<file path="src/rtl/dmem_arb.sv">
// dmem_arb: two-port arbiter in front of a single-ported, combinational-read
// data memory. One access per two cycles (IDLE arbitration, ACCESS on the bus).
// Ports:
//   clk, reset              - clock, asynchronous active-high reset
//   prio_fix                - 1: fixed priority to port 0 with starvation guard,
//                             0: round-robin
//   req/we/addr/wdata{0,1}  - per-port request and command, held until gnt
//   gnt{0,1}                - pulse in the cycle the port's access is on the bus
//   rvalid{0,1}, rdata      - read completion pulse and shared read data
//   mem_we/mem_addr/mem_wdata/mem_rdata - memory side
module dmem_arb #(
    parameter int unsigned ADDR_W   = 8,
    parameter int unsigned DATA_W   = 32,
    parameter int unsigned MAX_WAIT = 4
) (
    input  logic              clk,
    input  logic              reset,
    input  logic              prio_fix,
    input  logic              req0,
    input  logic              req1,
    input  logic              we0,
    input  logic              we1,
    input  logic [ADDR_W-1:0] addr0,
    input  logic [ADDR_W-1:0] addr1,
    input  logic [DATA_W-1:0] wdata0,
    input  logic [DATA_W-1:0] wdata1,
    output logic              gnt0,
    output logic              gnt1,
    output logic              rvalid0,
    output logic              rvalid1,
    output logic [DATA_W-1:0] rdata,
    output logic              mem_we,
    output logic [ADDR_W-1:0] mem_addr,
    output logic [DATA_W-1:0] mem_wdata,
    input  logic [DATA_W-1:0] mem_rdata
);

    localparam int unsigned WAIT_W = (MAX_WAIT < 1) ? 1 : $clog2(MAX_WAIT + 1);

    typedef enum logic {
        IDLE   = 1'b0,
        ACCESS = 1'b1
    } state_t;

    state_t              state;
    state_t              state_nxt;
    logic                win1_c;
    logic                starved_c;
    logic                last1;      // 1 = port 1 served by the most recent access
    logic [WAIT_W-1:0]   wait1;      // consecutive lost arbitrations of port 1

    // State register
    always_ff @(posedge clk or posedge reset) begin
        if (reset) begin
            state <= IDLE;
        end else begin
            state <= state_nxt;
        end
    end

    // Next-state logic
    always_comb begin
        state_nxt = state;
        case (state)
            IDLE:    if (req0 || req1) state_nxt = ACCESS;
            ACCESS:  state_nxt = IDLE;
            default: state_nxt = IDLE;
        endcase
    end

    // Arbitration: a lone requester always wins; ties go by mode
    always_comb begin
        win1_c    = 1'b0;
        starved_c = (wait1 >= WAIT_W'(MAX_WAIT));
        if (!req0) begin
            win1_c = req1;
        end else if (!req1) begin
            win1_c = 1'b0;
        end else if (prio_fix) begin
            win1_c = starved_c;
        end else begin
            win1_c = !last1;
        end
    end

    // Registered bus command, grants, read return and arbitration history
    always_ff @(posedge clk or posedge reset) begin
        if (reset) begin
            gnt0      <= 1'b0;
            gnt1      <= 1'b0;
            rvalid0   <= 1'b0;
            rvalid1   <= 1'b0;
            mem_we    <= 1'b0;
            mem_addr  <= '0;
            mem_wdata <= '0;
            rdata     <= '0;
            wait1     <= '0;
            last1     <= 1'b1;
        end else begin
            rvalid0 <= 1'b0;
            rvalid1 <= 1'b0;
            case (state)
                IDLE: begin
                    if (req0 || req1) begin
                        gnt0      <= !win1_c;
                        gnt1      <= win1_c;
                        mem_we    <= win1_c ? we1    : we0;
                        mem_addr  <= win1_c ? addr1  : addr0;
                        mem_wdata <= win1_c ? wdata1 : wdata0;
                    end
                    // Guard counter only moves on IDLE arbitrations
                    if (!req1 || win1_c) begin
                        wait1 <= '0;
                    end else if (!starved_c) begin
                        wait1 <= wait1 + WAIT_W'(1);
                    end
                end
                ACCESS: begin
                    gnt0   <= 1'b0;
                    gnt1   <= 1'b0;
                    mem_we <= 1'b0;
                    last1  <= gnt1;
                    if (!mem_we) begin
                        rdata   <= mem_rdata;
                        rvalid0 <= gnt0;
                        rvalid1 <= gnt1;
                    end
                end
                default: begin
                    gnt0   <= 1'b0;
                    gnt1   <= 1'b0;
                    mem_we <= 1'b0;
                end
            endcase
        end
    end

endmodule

</file>
<file path="config.mk">
export PLATFORM = sky130hd
export DESIGN_NAME = dmem_arb
export DESIGN_NICKNAME = d
export VERILOG_FILES = /design/src/rtl/dmem_arb.sv
export SDC_FILE = /design/constraint.sdc
export NUM_CORES = 1
export LEC_CHECK = 0
export BUFFER_PORTS_ARGS = -buffer_cell sky130_fd_sc_hd__clkbuf_2
export CAP_MARGIN = 15
export CORE_MARGIN = 2
export CORE_UTILIZATION = 43
export CTS_CLUSTER_DIAMETER = 120
export DETAILED_ROUTE_END_ITERATION = 10
export PLACE_DENSITY_LB_ADDON = 0.3
export SYNTH_ARGS = -nofsm -noshare
export SYNTH_HDL_FRONTEND = slang
export SYNTH_SLANG_ARGS = --single-unit
</file>
<file path="constraint.sdc">
create_clock -name clk -period 3.5 [get_ports clk]
set_clock_uncertainty 0.05 [all_clocks]
set_input_delay 0.35 -clock clk [delete_from_list [all_inputs] [get_ports clk]]
set_output_delay 0.35 -clock clk [all_outputs]
set_load 0.02 [all_outputs]
</file>
==> results of run 1 <==
[worst max-delay path by stage]
stage,startpoint,slack [ps],end,cells after the start
3_5_place_dp,prio_fix,1380,mem_wdata[21],5
5_1_grt,last1,1340,mem_wdata[29],4
3_3_place_gp,prio_fix,1400,wait1[1],5
6_report,state,1470,rdata[0],3
4_1_cts,state,1440,rdata[0],3
2_1_floorplan,reset,990,gnt0,1
[flip-flops by register name (all words and copies together), names as in the netlist]
register / flops
gnt0: 1
gnt1: 1
last1: 1
mem_addr: 8
mem_wdata: 32
mem_we: 1
rdata: 32
rvalid0: 1
rvalid1: 1
state: 1
wait1: 3
[power breakdown]
group | switching [W] | leakage, nW | internal, W
clock network | 0.000326 | 0.114 | 0.000474
registers | 0.000113 | 0.952 | 0.00115
logic | 0.000561 | 1.31 | 0.000350
total | 0.00100 | 2.37 | 0.00197
[per-layer routing]
layer  global-route usage [%]  up-vias  part of all wire, %  routed length, µm
li1                         -     1576                    -                  -
met5                        0        -                    0                  0
met1                     26.2     1562                   42               4070
met3                     5.01        8                  9.1                882
met2                     35.5      161                   48               4660
met4                     6.43        0                 0.84                 81
[metrics by stage]
stage	utilization, %	instance area [µm²]
4_1_cts	59.5	4860
6_report	59.5	4860
2_1_floorplan	-	3630
3_5_place_dp	56.6	4630
3_3_place_gp	56.6	4630
5_1_grt	59.5	4860
[area by class of cell]
cell class	count	share of cell area [%]
clock buffer	11	2.70
sequential	82	42.2
timing repair buffer	200	20.8
inverter	7	0.566
clock inverter	5	2.11
multi-input combinational	222	28.9
tap	105	2.70
[logic make-up (layout without fill, tap and decap cells)]
group           Yosys count  after routing  synth area share, %
simple gates             53             53                 6.56
fa+ha+maj                 2              2                0.690
compound gates          132            132                 20.5
flops                    82             82                 56.6
buf+inv                  37            223                 4.87
mux                      35             35                 10.8
[critical path: cells and delay by family, from the launching register on]
kind	cells	cell delay, ps
AND/OR/NAND/NOR	1	740
flip-flops	1	510
multiplexers	1	420
buffers and inverters	1	180
[synth_stat cells, types with 2 or more instances]
master,number
and2_1,2
a21oi_1,44
ha_1,2
o21ai_0,36
clkbuf_1,14
buf_4,7
mux2i_1,2
mux2_1,3
dfrtp_1,81
o21ai_1,5
buf_2,9
a31oi_1,42
inv_1,6
nor2_1,44
mux2_2,30
==> qor.txt, run 1 <==
final worst-path cycle share = 58.1%
CP max-delay cell = nor2_4
First-pass DRT Iterations = 4
post-CTS setup buffer count = 0
worst-path maximum fanout = 34
vias in the first global route = 3199
Area contributors post-synth = dfrtp_1 56%, mux2_2 9.3%, a31oi_1 7.2%
Layout Cells excl Fill = 632
RR Startpoint = state
Sequential cell area = 0.00205 mm²
GRT overflow = 0
Initial Util = 44.4%
status = complete, no violations
dpl ws = 1380 ps
Via density = 5.23
final hold vios = 0
worst hold path class = primary input to async pin
PD cells = 611 mW/mm²
Worst Max-Slew Pin Slew = 1120 ps
Worst R2R End = rdata[0]
area of the multi-input gates = 0.00140 mm²
per-cell routed wire length = 15.3 µm
TNS Setup = 0 ps
CTS Buf Count = 9
root buf cell = clkbuf_8
placed insts = 616
top_reg_cell synth = dfrtp_1
layout cells sized above 1 = 48.4%
CTS tree = yes
height of the die = 95.8 µm
Crit Path Category = flip-flop to flip-flop
final setup fails = 0
Mapped Nets = 462
Avg Cell Area, Syn = 10.6 µm²
RSZ-0062 raised after global routing = false
largest net degree at the start of global routing = 51
Syn. warnings = 0
gpl congestion = 0.766
DRT iter0 DRCs = 113
Netlist Area Pre-Place = 0.00363 mm²
Mapped Cells = 341
CP max stage delay = 740 ps
WL final = 9.70 mm
Routed Antenna Nets = 0
Final nets = 643
R2R Setup Slk = 1470 ps
worst hold slack = 78.0 ps
crit start category = flip-flop
number of synthesized flops with an enable pin = 0
Die X = 95.8 µm
Slew Limit Fails = 0
Clk pin slew, worst setup/hold paths = 80 ps
top cell type by total area after synthesis = dfrtp_1
sequential fraction of the synthesis area = 56.6%
fillers = 740
Die ar. = 0.00918 mm²
Longest Clk Path Bufs = 2
top cell type's share of synthesized area = 55.9%
synthesis-to-finish area growth = 34.1%
ys async rst share = 100%
Arr. time, crit path = 2200 ps
initial antenna violation count = 0
first-pass GRT wire length = 14.9 mm
VDD IR max = 271 µV
clk_lat worst skew = 330 ps
relative slew slack = 24.8%
Hold-fix buffers, CTS = 0
residual DRC count = 0
WP data required = 3660 ps
post-CTS resize count = 0
# diodes = 0
CP endpoint kind = flip-flop
vias post-DR = 3307
Top Ports = 196
Cell Chain, Critical Path = inv_1 -> nor2_4 -> mux2_2
FF+latch count, synth = 82
Buffers on Ports = 195
leakage = 2.37 nW
R2R depth = 3
commonest non-fill, non-tap cell in the layout = clkbuf_2
detailed placement HPWL = 6.78 mm
commonest non-fill, non-tap cells in the layout = 195 x clkbuf_2, 81 x dfrtp_1, 44 x nor2_1, 44 x a21oi_1, 42 x a31oi_1
H-tree levels = 3
Final WS setup = 1470 ps
GRT Total Usage = 20.8%
clk sinks = 82
Max Cap Viol = 0
f_max = 492 MHz
Tot Pwr = 0.00297 W
row count = 33
min Tclk post-route = 2030 ps
Netlist cell types = 29
Core Area = 0.00818 mm²
Note: power is estimated with default switching activity, not from simulation.
==> inputs of run 2 (changes only) <==
--- a/config.mk
+++ b/config.mk
@@ -8,7 +8,7 @@
 export BUFFER_PORTS_ARGS = -buffer_cell sky130_fd_sc_hd__clkbuf_2
 export CAP_MARGIN = 15
 export CORE_MARGIN = 2
-export CORE_UTILIZATION = 43
+export CORE_UTILIZATION = 40
 export CTS_CLUSTER_DIAMETER = 120
 export DETAILED_ROUTE_END_ITERATION = 10
 export PLACE_DENSITY_LB_ADDON = 0.3
==> constraint.sdc (replaced) <==
create_clock -name clk -period 1.7 [get_ports clk]
set_clock_uncertainty 0.05 [all_clocks]
set_input_delay 0.17 -clock clk [delete_from_list [all_inputs] [get_ports clk]]
set_output_delay 0.17 -clock clk [all_outputs]
set_load 0.02 [all_outputs]
==> qor.txt, run 2 (synthesized netlist as in run 1, its figures left out) <==
Buffers on Ports = 195 (unchanged)
First-pass DRT Iterations = 5 (+1)
fillers = 732 (-1.1%)
vias in the first global route = 3604 (+13%)
Initial Util = 41.4% (-3.0 points)
final hold vios = 0 (unchanged)
CTS Buf Count = 9 (unchanged)
residual DRC count = 0 (unchanged)
worst hold stages = 3
commonest non-fill, non-tap cell in the layout = clkbuf_2
post-CTS setup buffer count = 0 (unchanged)
placed insts = 629 (+2.1%)
Max Cap Viol = 0 (unchanged)
per-cell routed wire length = 15.3 µm (-0.10%)
clk_lat worst skew = 340 ps (about the same)
Tot Pwr = 0.00597 W (+100%)
final core utilization = 60.6% (+1.1 points)
Longest Clk Path Bufs = 2 (unchanged)
WP data required = 1910 ps (-1750 ps)
Layout Cells excl Fill = 681 (+7.8%)
H-tree levels = 3 (unchanged)
commonest non-fill, non-tap cells in the layout = 195 x clkbuf_2, 81 x dfrtp_1, 44 x nor2_1, 44 x a21oi_1, 42 x a31oi_1
relative slew slack = 66.4% (+42 points)
CTS tree = yes
Sequential cell area = 0.00205 mm² (unchanged)
top flop regs = mem_wdata: 32 flops, rdata: 32 flops, mem_addr: 8 flops
Routed Antenna Nets = 0 (unchanged)
R2R depth = 4 (+1)
root buf cell = clkbuf_8
CP max stage delay = 530 ps (-210 ps)
GRT overflow = 0 (unchanged)
worst hold path class = primary input to flip-flop
CP endpoint kind = flip-flop
first-pass GRT wire length = 16.8 mm (+13%)
vias post-DR = 3607 (+9.1%)
VDD IR max = 504 µV (+86%)
gpl congestion = 0.823 (+7.4%)
final worst-path cycle share = 89.8% (+32 points)
Top Ports = 196 (unchanged)
WL final = 10.4 mm (+7.6%)
clk sinks = 82 (unchanged)
Clk pin slew, worst setup/hold paths = 80 ps (about the same)
GRT Total Usage = 21.0% (+0.11 points)
area of the multi-input gates = 0.00140 mm² (-0.53%)
PD cells = 1120 mW/mm² (+84%)
Final nets = 689 (+7.2%)
worst-path maximum fanout = 4 (-88%)
f_max = 655 MHz (+33%)
leakage = 2.56 nW (+8.1%)
min Tclk post-route = 1530 ps (-508 ps)
Worst Max-Slew Pin Slew = 504 ps (-620 ps)
Cell Chain, Critical Path = and2b_2 -> o21ai_4 -> or4_4 -> mux2i_1
RSZ-0062 raised after global routing = false
Slew Limit Fails = 0 (unchanged)
row count = 34 (+3.0%)
Arr. time, crit path = 1740 ps (-460 ps)
Die X = 99.2 µm (+3.5%)
crit start category = flip-flop
height of the die = 99.2 µm (+3.5%)
detailed placement HPWL = 6.93 mm (+2.2%)
# diodes = 0 (unchanged)
status = complete, no violations
DRT iter0 DRCs = 151 (+34%)
TNS Setup = 0 ps (unchanged)
Hold-fix buffers, CTS = 36 (+36)
final setup fails = 0 (unchanged)
Via density = 5.30 (+1.2%)
synthesis-to-finish area growth = 46.5%
layout cells sized above 1 = 46.2% (-2.1 points)
initial antenna violation count = 0 (unchanged)
Crit Path Category = flip-flop to flip-flop
post-CTS resize count = 0 (unchanged)
Die ar. = 0.00984 mm² (+7.2%)
largest net degree at the start of global routing = 83 (+63%)
CP max-delay cell = dfstp_2
Core Area = 0.00876 mm² (+7.2%)
[run 2: routing by layer]
layer	GRT usage (%)	up-vias	part of all wire, %
li1	-	1670	-
met1	26.1	1715	41
met2	35.7	200	48
met3	4.85	22	9.1
met4	7.69	0	2.0
met5	0	-	0
[run 2: worst paths after layout]
path / startpoint / endpoint / slack, ps
hold / removal: wdata0[29] / mem_wdata[29] / 20
max in group asynchronous: reset / last1 / 820
min in group asynchronous: reset / mem_wdata[4] / 450
setup reg to reg: last1 / wait1[0] / 170
hold reg to reg: rdata[30] / rdata[30] / 440
setup / recovery: last1 / wait1[0] / 170
[run 2: critical path: cells and delay by family, from the launching register on]
family	cells	cell delay [ps]
simple gates	2	640
compound gates	1	90
flops	1	530
mux	1	140
[run 2: per-stage QoR]
step | hold WS [ps] | instance area [µm²] | setup slack (ps)
3_3_place_gp | 263 | 4770 | 208
4_1_cts | 0.151 | 5310 | 167
3_5_place_dp | 285 | 4770 | 146
5_1_grt | 4.22 | 5310 | 69.9
6_report | 16.2 | 5310 | 174
2_1_floorplan | 255 | 3630 | 280
[run 2: final cells by class]
class	count	area share, %
timing repair buffer	246	28.5
sequential	82	38.6
inverter	7	0.565
tap	108	2.54
multi-input combinational	222	26.3
clock buffer	11	2.47
clock inverter	5	1.04
[run 2: where the power goes]
part           total (W)  internal (W)  switching [W]
clock            0.00137      0.000676       0.000693
combinational    0.00202      0.000828        0.00119
sequential       0.00259       0.00237       0.000223
==> inputs of run 3 (changes only) <==
--- a/config.mk
+++ b/config.mk
@@ -11,7 +11,7 @@
 export CORE_UTILIZATION = 40
 export CTS_CLUSTER_DIAMETER = 120
 export DETAILED_ROUTE_END_ITERATION = 10
-export PLACE_DENSITY_LB_ADDON = 0.3
+export PLACE_DENSITY = 0.87
 export SYNTH_ARGS = -nofsm -noshare
 export SYNTH_HDL_FRONTEND = slang
 export SYNTH_SLANG_ARGS = --single-unit
==> qor.txt, run 3 (synthesized netlist as in run 1, its figures left out) <==
status = complete, no violations
Clk pin slew, worst setup/hold paths = 90 ps (about the same)
relative slew slack = 72.3% (+5.9 points)
WL final = 11.6 mm (+11%)
f_max = 635 MHz (-3.1%)
commonest non-fill, non-tap cells in the layout = 195 x clkbuf_2, 81 x dfrtp_1, 52 x dlygate4sd3_1
final core utilization = 62.7% (+2.1 points)
min Tclk post-route = 1570 ps (+48.4 ps)
worst hold stages = 2 (-1)
vias in the first global route = 3705 (+2.8%)
top flop regs = mem_wdata: 32 flops, rdata: 32 flops, mem_addr: 8 flops
clk_lat worst skew = 350 ps (about the same)
gpl congestion = 0.920 (+12%)
Arr. time, crit path = 1800 ps (+60 ps)
clk sinks = 82 (unchanged)
# diodes = 0 (unchanged)
Final nets = 704 (+2.2%)
initial antenna violation count = 0 (unchanged)
GRT Total Usage = 23.2% (+2.3 points)
crit start category = flip-flop
GRT overflow = 0 (unchanged)
height of the die = 99.2 µm (unchanged)
CTS tree = yes
Slew Limit Fails = 0 (unchanged)
Layout Cells excl Fill = 696 (+2.2%)
synthesis-to-finish area growth = 51.6%
per-cell routed wire length = 16.7 µm (+8.9%)
final hold vios = 0 (unchanged)
layout cells sized above 1 = 45.2% (-1.0 points)
detailed placement HPWL = 7.49 mm (+8.0%)
PD cells = 1120 mW/mm² (-0.41%)
DRT iter0 DRCs = 167 (+11%)
crit path to = mem_wdata[4]
Buffers on Ports = 195 (unchanged)
Worst R2R End = mem_wdata[4]
Worst Max-Slew Pin Slew = 413 ps (-90.5 ps)
Die ar. = 0.00984 mm² (unchanged)
H-tree levels = 3 (unchanged)
Longest Clk Path Bufs = 2 (unchanged)
CTS Buf Count = 9 (unchanged)
TNS Setup = 0 ps (unchanged)
R2R Setup Slk = 130 ps (-50 ps)
worst hold path class = primary input to flip-flop
first-pass GRT wire length = 18.2 mm (+8.3%)
Via density = 5.37 (+1.5%)
row count = 34 (unchanged)
Crit Path Category = flip-flop to flip-flop
R2R depth = 5 (+1)
largest net degree at the start of global routing = 47 (-43%)
Max Cap Viol = 0 (unchanged)
crit path launch = last1
VDD IR max = 451 µV (-11%)
root buf cell = clkbuf_8
Core Area = 0.00876 mm² (unchanged)
final setup fails = 0 (unchanged)
WP data required = 1920 ps (about the same)
CP endpoint kind = flip-flop
Top Ports = 196 (unchanged)
leakage = 2.64 nW (+3.0%)
First-pass DRT Iterations = 5 (unchanged)
Die X = 99.2 µm (unchanged)
residual DRC count = 0 (unchanged)
RSZ-0062 raised after global routing = false
vias post-DR = 3740 (+3.7%)
final worst-path cycle share = 92.6% (+2.8 points)
RR Startpoint = last1
placed insts = 628 (-0.16%)
post-CTS setup buffer count = 0 (unchanged)
Initial Util = 41.4% (unchanged)
worst-path maximum fanout = 28 (+24)
Routed Antenna Nets = 0 (unchanged)
commonest non-fill, non-tap cell in the layout = clkbuf_2
-- run 3: changes by cell type in the layout (fill, tap and decap cells not counted), sizes merged --
cell,change
inv,+2
dlygate4sd3,+16
buf,-1
clkbuf,-1
clkinvlp,-1
-- run 3: cell type report --
type	instances	area, µm²
clock buffers	10	138
clock inverters	6	72.6
fillers	680	3270
inverters	7	30.0
multi-input cells	222	1400
flip-flops and latches	82	2050
well taps	108	135
repair buffers	261	1660
-- run 3: timing repair --
item                      CTS  global route
hold buffers               52             0
hold endpoints to repair  106             0
gates resized for setup     0             0
-- run 3: per-stage QoR --
step	worst slack (ps)	hold WS [ps]	area, µm²	power, W
detailed placement	182	73.7	4770	0.00461
floorplan	280	255	3630	0.00382
global placement	264	75.2	4770	0.00453
global route	43.0	6.51	5500	0.00647
CTS	160	0.0364	5500	0.00618
finish	126	16.5	5500	0.00616
-- run 3: per-layer routing --
layer	global-route usage [%]	share of wire (%)
met1	28.3	39
met2	40.9	51
met3	5.55	8.3
met4	6.95	1.8
met5	0	0
-- run 3: power breakdown --
part,internal [W],total [W],switching [W]
clock network,0.000734,0.00147,0.000733
logic,0.000850,0.00208,0.00122
registers,0.00237,0.00261,0.000247
-- run 3: critical path, stage by stage, from the launching register on --
cell     delay [ps]
dfstp_2         540
and2b_2         190
o21a_4          240
buf_12          190
o21ai_0         110
a21oi_1         170
-- run 3: worst min-delay path by stage --
stage / startpoint / to / slack [ps]
floorplan: mem_rdata[22] / rdata[22] / 250
global placement: reset / mem_wdata[2] / 80
detailed placement: reset / mem_wdata[2] / 70
CTS: wdata0[29] / mem_wdata[29] / 0.04
global route: mem_rdata[7] / rdata[7] / 7
finish: mem_rdata[30] / rdata[30] / 20
